**src/rtl/mux_5.sv**
```systemverilog
// mux_5: two-input WIDTH-bit select for the write-destination register
// address. The unicycle datapath uses it to choose between the rt and rd
// fields.
//
// The selected value is produced combinationally for same-cycle use. A
// registered copy of the selected value and of the select bit is also kept
// for pipelined consumers. A change flag shows when the select differs from
// the value captured at the last edge.
//
// Ports:
//   clk           in   rising-edge clock; used only by the registered copies
//   reset         in   asynchronous, active-high; clears outMuxQ and selQ
//   inputA        in   WIDTH  chosen when controlSignal = 0
//   inputB        in   WIDTH  chosen when controlSignal = 1
//   controlSignal in   1      select bit
//   outMux        out  WIDTH  combinational selected value
//   outMuxQ       out  WIDTH  outMux captured at the last rising edge
//   selQ          out  1      controlSignal captured at the last rising edge
//   selChanged    out  1      controlSignal ^ selQ (combinational)
//
// There is no handshake. Every output is valid at all times. The registered
// outputs update once per rising clk edge while reset is low.

module mux_5 #(
  parameter int WIDTH = 5
) (
  input  logic             clk,
  input  logic             reset,
  input  logic [WIDTH-1:0] inputA,
  input  logic [WIDTH-1:0] inputB,
  input  logic             controlSignal,
  output logic [WIDTH-1:0] outMux,
  output logic [WIDTH-1:0] outMuxQ,
  output logic             selQ,
  output logic             selChanged
);

  logic [WIDTH-1:0] out_mux;
  logic [WIDTH-1:0] out_mux_d;
  logic [WIDTH-1:0] out_mux_q;
  logic             sel_d;
  logic             sel_q;

  // Selection logic does not depend on clk or reset. It keeps tracking the
  // inputs while reset is asserted.
  always_comb begin
    out_mux   = inputA;
    out_mux_d = out_mux_q;
    sel_d     = sel_q;
    if (controlSignal) begin
      out_mux = inputB;
    end
    out_mux_d = out_mux;
    sel_d     = controlSignal;
  end

  // Registered copies clear as soon as reset rises, without waiting for a
  // clock edge. The first capture happens on the first edge after release.
  always_ff @(posedge clk or posedge reset) begin
    if (reset) begin
      out_mux_q <= '0;
      sel_q     <= 1'b0;
    end else begin
      out_mux_q <= out_mux_d;
      sel_q     <= sel_d;
    end
  end

  assign outMux     = out_mux;
  assign outMuxQ    = out_mux_q;
  assign selQ       = sel_q;
  // Goes high for the rest of the cycle once the select toggles, and stays
  // high until the next edge captures the new select.
  assign selChanged = controlSignal ^ sel_q;

endmodule

```
**config.mk**
```make
export PLATFORM = sky130hd
export DESIGN_NAME = mux_5
export DESIGN_NICKNAME = d
export VERILOG_FILES = /design/src/rtl/mux_5.sv
export SDC_FILE = /design/constraint.sdc
export NUM_CORES = 1
export LEC_CHECK = 0
export CAP_MARGIN = 20
export CORE_AREA = 2 2 39 41
export CTS_BUF_LIST = sky130_fd_sc_hd__clkbuf_8
export DETAILED_ROUTE_END_ITERATION = 12
export DIE_AREA = 0 0 41 43
export HOLD_SLACK_MARGIN = 0.02
export PLACE_DENSITY_LB_ADDON = 0.3
export SLEW_MARGIN = 40
export SYNTH_ARGS = -nofsm -noshare
export SYNTH_HDL_FRONTEND = slang
export SYNTH_SLANG_ARGS = --single-unit
```
**constraint.sdc**
```tcl
create_clock -name clk -period 2.45 [get_ports clk]
set_clock_uncertainty 0.15 [all_clocks]
set_input_delay 0.735 -clock clk [delete_from_list [all_inputs] [get_ports clk]]
set_output_delay 0.735 -clock clk [all_outputs]
set_load 0.02 [all_outputs]
```
# [Word level (Yosys, flattened, before mapping)]
# Index checks and enable logic that the tools add are counted.
[op_classes] bitwise_logic=1 muxes=1
[ops] operator="$mux 5" n=1
[ops] operator="$xor 1x1->1" n=1
[totals] inputBits=13 elab_cells=4 regBits=6

# [Longest topological paths before layout]
[depth] word_depth=1 mapped_depth=2 mapped_depth_nobuf=1

# [Worst setup path after synthesis]
# OpenSTA, ideal clock, no wires.
[synth_timing] kind="input port to output port" start="in controlSignal" end="out selChanged" path_stages=2 path_slack_ns=0.344 path_buffers=1 arrival_ns=1.221 path_cell_list="buf_6 > xor2_1"
[synth_between] elab_chain_len=1
[synth_lines] element="start, declared" line_no="31" rtl="input logic controlSignal,"
[synth_lines] element="$xor 1x1->1" line_no="74" rtl="assign selChanged = controlSignal ^ sel_q;"
[synth_lines] element="end, declared" line_no="35" rtl="output logic selChanged"
# No other way between the ends.

# [Final worst setup path]
[layout_timing] start="in inputB[3]" end="out outMux[3]"
[layout_between] elab_chain_len=1
[layout_lines] element="start, declared" line_no="30" rtl="input logic [WIDTH-1:0] inputB,"
[layout_lines] element="$mux 5" line_no="50" rtl="if (controlSignal) begin"
[layout_lines] element="end, declared" line_no="32" rtl="output logic [WIDTH-1:0] outMux,"
# No other way between the ends.

==> run_results.csv <==
group,metric,value,unit
run_status,status,"complete, no violations",
cells_and_area,diodes,0,
cells_and_area,final_cell_count_no_fill,62,
yosys,seq_area_frac_synth,0.603,
sta,report.final.slew_viol_count,0,
yosys,synth-seq-cells,6,
floorplanning,ios,25,
place,place_ws,-0.640,ns
yosys,synth_cells,14,
floorplanning,dieArea,1760,um2
yosys,yosysTopAreaCell,"dfrtp_1",
place,port_buffers,24,
worst_setup_path,cp.arrival,1.54,ns
place,place_inst,55,
sta,period_share,0.991,
cells_and_area,final_common_cell,"clkdlybuf4s50_1",
sta,worst_pin_slew,0.211,ns
floorplanning,die_w,41,um
sta,relSlewSlack,0.859,
sta,fin_crit,2.43,ns
pwr,power_density,583,nW/um2
sta,hold_viol,0,
routing,first_pass_iters,1,
clock_tree,root_buffer,"clkbuf_8",
cells_and_area,final_util,0.439,
routing,drcViolationCount,0,
clock_tree,tritoncts,"yes",
cells_and_area,drive_gt1_frac,0.435,
cells_and_area,final_cell_mix,"clkdlybuf4s50_1, buf_6, dfrtp_1",
yosys,ys_warn_count,0,
cells_and_area,nets,61,
worst_setup_path,worstPathRequired,1.56,ns
routing,drt-initial-drc-count,0,
grt,grt_pass1_wl,966,um
pwr,ir_drop,0.165,mV
grt,grt_antenna_before_repair,0,
yosys,muxShareOfSynthArea,0.302,
routing,drtAntennaViolNets,0,
cells_and_area,area_growth,144,%
floorplanning,coreArea,1380,um2
clock_tree,numCtsBuffers,3,
yosys,synth_top_family_by_area,"multiplexers",
routing,wl_per_cell,9.79,um
routing,wirelength,607,um
yosys,synth_area_leaders,"dfrtp_1, mux2_4, buf_6",
floorplanning,fp.dieH,43,um
grt,grt_start_max_net_pins,7,
routing,post_drt_via_cell_ratio,3.73,
yosys,synth_top_area_share,0.603,
place,gp_congestion,0.549,
worst_hold_path,hold_path.class,"in -> async",
sta,rsz0062_at_grt,"false",
yosys,ys_types,5,
clock_tree,clkSinkCount,6,
clock_tree,cts_buffer_depth,2,
floorplanning,row_count,14,
yosys,synth_compound_area_frac,0,
yosys,synth.avg_cell_area,17.8,um2
grt,grt_pass1_vias,251,
yosys,synth_fp_nets,27,
yosys,synthAdderAreaFrac,0,
sta,timing.final.ws_setup,0.0225,ns
grt,grt_usage,0.0916,
sta,setup_violations,0,
worst_setup_path,path_max_fanout,2,
yosys,synth-xor-area-share,0.0352,
floorplanning,start_util,0.180,
clock_tree,cts_htree_levels,1,
yosys,syn_area,249,um2
job,cap_violations,0,
worst_setup_path,setup.worst_path.class,"in -> out",
sta,max_freq,412,MHz
yosys,synth_simple_gate_area_frac,0,
routing,dr_total_vias,231,
clock_tree,path_clk_slew,0.04,ns
grt,globalRoute.totalOverflow,0,
worst_setup_path,cp-start-kind,"primary input",
worst_setup_path,end_kind,"output pin",
pwr,p_leak,0.307,nW
==> path summary, 6_finish.rpt <==
kind / slack, ns / end / start / cells after the start
max: 0.02 / outMux[3] / inputB[3] / 3
min: 0.57 / outMuxQ[0]$_DFF_PP0_ / reset / 2
max in group asynchronous: 1.40 / outMuxQ[2]$_DFF_PP0_ / reset / 2
min in group clk: 0.72 / outMuxQ[4]$_DFF_PP0_ / inputA[4] / 3
==> report_power, final <==
group	internal (mW)	switching (mW)
clock network	0.105	0.0411
registers	0.107	0.00189
logic	0.0605	0.0383
total	0.273	0.0813
==> stage by stage <==
step           power (mW)  hold WS [ns]  area [um2]  TNS, ns
2_1_floorplan       0.149         0.376         249        0
3_3_place_gp        0.200         0.806         513    -3.69
6_report            0.354         0.571         607        0
3_5_place_dp        0.201         0.808         513    -3.73
4_1_cts             0.355         0.578         569        0
5_1_grt             0.371         0.602         607        0
==> synth_stat cells <==
master,instances
buf_6,1
dfrtp_1,6
inv_1,1
mux2_4,5
xor2_1,1
==> critical path, cell delays in order <==
cell	delay, ns
clkdlybuf4s50_1	0.40
mux2_4	0.27
buf_6	0.13
==> what timing repair did <==
item / in CTS / in global routing
buffers inserted: 0 / 4
hold buffers: 0 / 0
setup endpoints to repair: 6 / 4
resized for setup: 37 / 3
gates cloned: 0 / 0
endpoints found under the hold margin: 0 / 0
==> layout make-up <==
type                       count  area, um2
clock buffer                   3       41.3
timing repair buffer          30        308
fill                         130        777
tap                           16       20.0
sequential                     6        150
inverter                       1       3.75
multi-input combinational      6       83.8
==> logic make-up after synthesis <==
logic type / after synthesis
XOR/XNOR: 1
buffers and inverters: 2
flip-flops: 6
multiplexers: 5
==> state kept, by name, indices dropped and copies added, names as in the netlist <==
register	cells
selQ	1
outMuxQ	5
==> metal layers <==
layer	wire length [um]	vias up	track usage	part of all wire
li1	-	109	-	-
met1	200	98	0.0877	0.33
met2	317	20	0.125	0.52
met3	50	4	0.0157	0.082
met4	39	0	0.140	0.064
met5	0	-	0	0
Power figures use the tool's default switching activity.
